**config.mk**
```make
export PLATFORM = sky130hd
export DESIGN_NAME = kmac_msg_padder
export DESIGN_NICKNAME = d
export VERILOG_FILES = /design/src/rtl/kmac_msg_padder.sv
export SDC_FILE = /design/constraint.sdc
export NUM_CORES = 1
export LEC_CHECK = 0
export CAP_MARGIN = 15
export CORE_ASPECT_RATIO = 0.9
export CORE_MARGIN = 3
export CORE_UTILIZATION = 36
export DETAILED_ROUTE_END_ITERATION = 7
export PLACE_DENSITY = 0.95
export SLEW_MARGIN = 20
export SYNTH_ARGS = -nofsm -noshare
export SYNTH_HDL_FRONTEND = slang
export SYNTH_SLANG_ARGS = --single-unit
```
**constraint.sdc**
```tcl
create_clock -name clk_i -period 2.25 [get_ports clk_i]
set_input_delay 0.225 -clock clk_i [delete_from_list [all_inputs] [get_ports clk_i]]
set_output_delay 0.225 -clock clk_i [all_outputs]
set_load 0.02 [all_outputs]
```
**src/rtl/kmac_msg_padder.sv**
```systemverilog
// KMAC message padder: masks strobed message words into the Keccak rate block, applies domain/final padding.
// Optional strobe/mode error checker enabled by defining KMAC_PAD_ERR_CHK_EN.
module kmac_msg_padder #(
  parameter int MsgWidth = 64,
  parameter int MaxRateW = 21
) (
  input  logic                        clk_i,
  input  logic                        rst_ni,
  input  logic                        start_i,
  input  logic                        process_i,
  input  logic [3:0]                  clear_i,
  input  logic [1:0]                  mode_i,
  input  logic [2:0]                  strength_i,
  input  logic                        msg_valid_i,
  input  logic [MsgWidth-1:0]         msg_data_i,
  input  logic [MsgWidth/8-1:0]       msg_strb_i,
  output logic                        msg_ready_o,
  output logic                        keccak_valid_o,
  output logic [$clog2(MaxRateW)-1:0] keccak_addr_o,
  output logic [MsgWidth-1:0]         keccak_data_o,
  output logic                        keccak_run_o,
  input  logic                        keccak_done_i,
  output logic                        absorbed_o,
  output logic                        err_o
);

  localparam int AddrW = $clog2(MaxRateW);
  localparam logic [3:0] MuBi4True = 4'h6;

  typedef enum logic [2:0] {
    StIdle    = 3'd0,
    StAbsorb  = 3'd1,
    StRunWait = 3'd2,
    StPad     = 3'd3,
    StPadEnd  = 3'd4,
    StPadRun  = 3'd5,
    StPadWait = 3'd6,
    StDone    = 3'd7
  } state_e;

  state_e           st_r;
  logic [AddrW-1:0] rate_r;
  logic [AddrW-1:0] word_cnt_r;
  logic [2:0]       off_r;
  logic [1:0]       mode_r;
  logic             partial_r;
  logic             proc_pend_r;
  logic             run_r;
  logic             absorbed_r;

  logic             clr_s;
  logic             accept_s;
  logic             full_s;
  logic             last_s;
  logic [2:0]       off_s;
  logic [63:0]      pad_data_s;

  function automatic logic [63:0] strb_mask(input logic [7:0] strb);
    logic [63:0] m;
    m = 64'd0;
    for (int i = 0; i < 8; i++) begin
      m[8*i +: 8] = {8{strb[i]}};
    end
    return m;
  endfunction

  // Only meaningful for partial strobes, so the 8-byte case wrapping to 0 is harmless.
  function automatic logic [2:0] strb_count(input logic [7:0] strb);
    logic [2:0] c;
    c = 3'd0;
    for (int i = 0; i < 8; i++) begin
      c = c + {2'b00, strb[i]};
    end
    return c;
  endfunction

  function automatic logic [AddrW-1:0] rate_words(input logic [2:0] strength);
    logic [AddrW-1:0] r;
    case (strength)
      3'd0:    r = AddrW'(21);
      3'd1:    r = AddrW'(18);
      3'd2:    r = AddrW'(17);
      3'd3:    r = AddrW'(13);
      3'd4:    r = AddrW'(9);
      default: r = AddrW'(17);
    endcase
    return r;
  endfunction

  function automatic logic [7:0] pad_byte(input logic [1:0] mode);
    logic [7:0] p;
    case (mode)
      2'd0:    p = 8'h06;
      2'd1:    p = 8'h1F;
      2'd2:    p = 8'h04;
      default: p = 8'h06;
    endcase
    return p;
  endfunction

  // Handshake, word write path and padding word generation.
  always_comb begin
    clr_s          = (clear_i == MuBi4True);
    msg_ready_o    = (st_r == StAbsorb) && !clr_s;
    accept_s       = msg_ready_o && msg_valid_i;
    full_s         = (msg_strb_i == 8'hFF);
    last_s         = (word_cnt_r == (rate_r - AddrW'(1)));
    off_s          = partial_r ? off_r : 3'd0;
    pad_data_s     = {56'd0, pad_byte(mode_r)} << {off_s, 3'b000};
    keccak_valid_o = 1'b0;
    keccak_addr_o  = {AddrW{1'b0}};
    keccak_data_o  = 64'd0;
    if (last_s) begin
      pad_data_s = pad_data_s | 64'h8000_0000_0000_0000;
    end else begin
      pad_data_s = pad_data_s;
    end
    case (st_r)
      StAbsorb: begin
        if (accept_s) begin
          keccak_valid_o = 1'b1;
          keccak_addr_o  = word_cnt_r;
          keccak_data_o  = msg_data_i & strb_mask(msg_strb_i);
        end else begin
          keccak_valid_o = 1'b0;
        end
      end
      StPad: begin
        if (!clr_s) begin
          keccak_valid_o = 1'b1;
          keccak_addr_o  = word_cnt_r;
          keccak_data_o  = pad_data_s;
        end else begin
          keccak_valid_o = 1'b0;
        end
      end
      StPadEnd: begin
        if (!clr_s) begin
          keccak_valid_o = 1'b1;
          keccak_addr_o  = rate_r - AddrW'(1);
          keccak_data_o  = 64'h8000_0000_0000_0000;
        end else begin
          keccak_valid_o = 1'b0;
        end
      end
      default: begin
        keccak_valid_o = 1'b0;
      end
    endcase
    keccak_run_o = run_r && !clr_s;
    absorbed_o   = absorbed_r;
  end

  // Main padder FSM with block counter, partial-word tracking and deferred process request.
  always_ff @(posedge clk_i or negedge rst_ni) begin
    if (!rst_ni) begin
      st_r        <= StIdle;
      rate_r      <= AddrW'(17);
      word_cnt_r  <= {AddrW{1'b0}};
      off_r       <= 3'd0;
      mode_r      <= 2'd0;
      partial_r   <= 1'b0;
      proc_pend_r <= 1'b0;
      run_r       <= 1'b0;
      absorbed_r  <= 1'b0;
    end else if (clr_s) begin
      st_r        <= StIdle;
      word_cnt_r  <= {AddrW{1'b0}};
      off_r       <= 3'd0;
      partial_r   <= 1'b0;
      proc_pend_r <= 1'b0;
      run_r       <= 1'b0;
      absorbed_r  <= 1'b0;
    end else begin
      run_r      <= 1'b0;
      absorbed_r <= 1'b0;
      case (st_r)
        StIdle: begin
          if (start_i) begin
            st_r        <= StAbsorb;
            rate_r      <= rate_words(strength_i);
            mode_r      <= mode_i;
            word_cnt_r  <= {AddrW{1'b0}};
            off_r       <= 3'd0;
            partial_r   <= 1'b0;
            proc_pend_r <= 1'b0;
          end
        end
        StAbsorb: begin
          if (accept_s) begin
            if (full_s) begin
              if (last_s) begin
                word_cnt_r <= {AddrW{1'b0}};
                run_r      <= 1'b1;
                st_r       <= StRunWait;
              end else begin
                word_cnt_r <= word_cnt_r + AddrW'(1);
              end
            end else begin
              partial_r <= 1'b1;
              off_r     <= strb_count(msg_strb_i);
            end
            if (process_i) begin
              proc_pend_r <= 1'b1;
            end
          end else if (process_i || proc_pend_r) begin
            proc_pend_r <= 1'b0;
            st_r        <= StPad;
          end
        end
        StRunWait: begin
          if (process_i) begin
            proc_pend_r <= 1'b1;
          end
          if (keccak_done_i) begin
            st_r <= StAbsorb;
          end
        end
        StPad: begin
          st_r <= last_s ? StPadRun : StPadEnd;
        end
        StPadEnd: begin
          st_r <= StPadRun;
        end
        StPadRun: begin
          run_r <= 1'b1;
          st_r  <= StPadWait;
        end
        StPadWait: begin
          if (keccak_done_i) begin
            absorbed_r <= 1'b1;
            st_r       <= StDone;
          end
        end
        StDone: begin
          st_r <= StDone;
        end
        default: begin
          st_r <= StIdle;
        end
      endcase
    end
  end

`ifdef KMAC_PAD_ERR_CHK_EN
  logic err_r;
  logic err_s;

  // Flags malformed strobes, words after a partial word, and an illegal mode at start.
  always_comb begin
    err_s = 1'b0;
    if (accept_s) begin
      err_s = (msg_strb_i == 8'h00) ||
              ((msg_strb_i & (msg_strb_i + 8'h01)) != 8'h00) ||
              partial_r;
    end else begin
      err_s = 1'b0;
    end
    if ((st_r == StIdle) && start_i && !clr_s && (mode_i == 2'd3)) begin
      err_s = 1'b1;
    end else begin
      err_s = err_s;
    end
  end

  // One-cycle registered error pulse.
  always_ff @(posedge clk_i or negedge rst_ni) begin
    if (!rst_ni) begin
      err_r <= 1'b0;
    end else begin
      err_r <= err_s;
    end
  end

  assign err_o = err_r;
`else
  assign err_o = 1'b0;
`endif

endmodule
```
==> impl_results.md <==
* Seq cells post-synth at 22
* Final Cycle Share at 117%
* Sequential share of power at 23.8%
* I/O pins at 161
* Die X at 89.8 um
* Actual slew at the worst max-slew pin at 534 ps
* FP Rows at 26
* Synth Area per Inst at 8.07 um^2
* Setup_tns at -4400 ps
* Vias at 3558
* N_diodes at 0
* Min-delay worst type: input pin to asynchronous set/reset pin
* Power, Total at 2.43 mW
* Startpoint types: input pin
* DRT Pass-1 Iters at 7
* Pwr Density at 504 nW/um^2
* P_leak at 2.45 nW
* Post-layout util at 81.6%
* CTS sink count at 22
* Final wirelength at 13200 um
* Wire per inst at 22.0 um
* Port-buffer cells at 159
* Final hold vios at 0
* Core Footprint at 5890 um^2
* Worst-skew pair later-pin latency at 270 ps
* Layout cells sized above 1 at 40.9%
* Reg clk slew, reported paths at 80 ps
* Nets at 614
* Vias in the first global route at 3381
* Max Clock Skew at 6.01 ps
* CP Data Arrival Time at 2790 ps
* Switching fraction of total power at 40.8%
* Hold WS at 303 ps
* FMAX at 381 MHz
* RSZ-0062 raised after global routing: true
* Critical path class: input pin to register
* Relative slew slack at 64.1%
* Synth warn at 0
* Initial Util at 38.6%
* Worst-case clock buffer depth at 2
* Logic pwr share at 65.9%
* Setup WS pre-CTS at -1190 ps
* Via density at 5.93
* Clock power frac at 10.3%
* Failing checks: negative setup slack
* Status: finished, violations left
* ANT nets after route at 0
* Peak supply drop at 0.488 mV
* Post-synth top cells: nand2_1, and3_1, dfrtp_1
* Post-route minimum period at 2630 ps
* Die ar. at 7310 um^2
* Share of the synthesized area in the top cell type at 22.0%
* Post-synthesis sequential area ratio at 24.3%
* Synth area leader: dfrtp_1
* Die Height at 81.4 um
* Clk root buf: clkbuf_8
* GP Congestion at 0.873
* Mapped Cells at 282
* Worst Path Required at 2410 ps
* Most common cell in the netlist: nand2_1
* Maximum Capacitance Violations at 0
* Mapped Area at 2270 um^2
* Final setup viols at 33
* Post-synthesis cell type count at 58
* All-Layer GR Usage at 29.5%
* CTS tree: done
* Maximum net fanout on the critical path at 2
* Post-DP HPWL at 8220 um
* Final WS setup at -376 ps
* Slew Limit Fails at 0
* Synth top area cells: dfrtp_1, nand2_1, and3_1, a21o_1, a22o_1
* First-pass GRT wire length at 17200 um
* Syn Nets at 378
* Main flop type after synthesis: dfrtp_1
* P_sw at 0.989 mW
* H-tree depth at 1
* Drt drc at 0
* Power Internal at 1.44 mW
* Synthesis-to-layout area growth at 111%
* Ys async rst share at 100%
* TritonCTS Buffers at 3
* EDFF count, synth at 0
* DRT iter0 DRCs at 341
* Grt ovf at 0
* Largest net degree at the start of global routing at 24
* Initial antenna violation count at 0
* Crit path capture type: register
-- path summary, 6_finish.rpt --
kind	from	end	slack [ps]	depth (start not counted)
worst max-delay path	msg_strb_i[1]	off_r[1]$_DFFE_PN0P_	-380	11
min in group clk_i	mode_i[1]	mode_r[1]$_DFFE_PN0P_	520	3
worst max register to register	rate_r[0]$_DFFE_PN1P_	word_cnt_r[0]$_DFFE_PN0P_	40	9
worst min register to register	proc_pend_r$_DFFE_PN0P_	proc_pend_r$_DFFE_PN0P_	550	2
max in group asynchronous	rst_ni	rate_r[4]$_DFFE_PN1P_	1660	2
worst min-delay path	rst_ni	word_cnt_r[0]$_DFFE_PN0P_	300	2
-- metrics by stage --
step | area, um^2 | cells
2_1_floorplan | 2290 | 282
3_3_place_gp | 4370 | 572
3_5_place_dp | 4370 | 572
4_1_cts | 4520 | 587
5_1_grt | 4810 | 600
6_report | 4810 | 600
-- placed cells by master (no fill, tap or decap), types with 10 or more instances in the layout --
cell	count
buf_6	41
a22o_1	12
dfrtp_1	19
clkdlybuf4s50_1	81
clkdlybuf4s15_1	14
and3_1	25
nor2_1	13
a21o_1	18
buf_4	77
nand2_2	10
nand2_1	35
clkbuf_2	13
-- repair_timing --
item,4_1_cts,5_1_grt
resized for setup,278,111
setup buffers,12,16
pin swaps,18,25
gates cloned,0,0
hold buffers,0,0
endpoints found under the hold margin,0,0
setup endpoints to repair,73,82
-- power by group through the flow --
stage | registers, mW | clock network [mW] | logic [mW]
2_1_floorplan | 0.565 | 0 | 0.639
3_3_place_gp | 0.553 | 0 | 1.18
3_5_place_dp | 0.560 | 0 | 1.23
4_1_cts | 0.556 | 0.246 | 1.33
5_1_grt | 0.586 | 0.268 | 1.69
6_report | 0.578 | 0.249 | 1.60
-- layer usage --
metal  global-route usage (%)  share of wire, %  vias to the layer above
met5                        0                 0                        -
met2                     59.0                51                      287
li1                         -                 -                     1497
met3                     5.77               8.4                       95
met4                     14.7               6.4                        0
met1                     29.9                34                     1679
-- logic make-up (layout without fill, tap and decap cells) --
| kind of cell | Yosys count | after routing | share of synthesized area [%] |
|---|---|---|---|
| AOI/OAI and AO/OA | 66 | 66 | 22.3 |
| and+or+nand+nor | 141 | 141 | 36.0 |
| buffers and inverters | 29 | 263 | 5.34 |
| other | 1 | 1 | 0.165 |
| xor gates and xnor gates | 12 | 12 | 4.62 |
| adders and majority gates | 9 | 9 | 6.27 |
| DFF | 22 | 22 | 24.3 |
| muxes | 2 | 2 | 0.990 |
-- sequential cells by signal, summed over array words and instances, names as in the netlist --
signal       cells
run_r            1
st_r             3
mode_r           2
partial_r        1
rate_r           5
off_r            3
absorbed_o       1
proc_pend_r      1
word_cnt_r       5
-- critical path, cell delays in order --
cell and delay [ps]:
buf_8 80, inv_4 30, fa_1 550, fa_1 430, fa_1 470, inv_2 90
ha_4 130, inv_2 40, fa_2 520, inv_2 30, a22o_1 190
-- layout make-up --
cell class / count / area [um^2]
multi-input cells: 231 / 1830
well taps: 84 / 105
repair buffers: 241 / 2180
fillers: 281 / 1080
clock buffers: 3 / 41.3
flip-flops and latches: 22 / 554
inverters: 19 / 88.8
No activity file was read; power rests on OpenSTA's default activity.
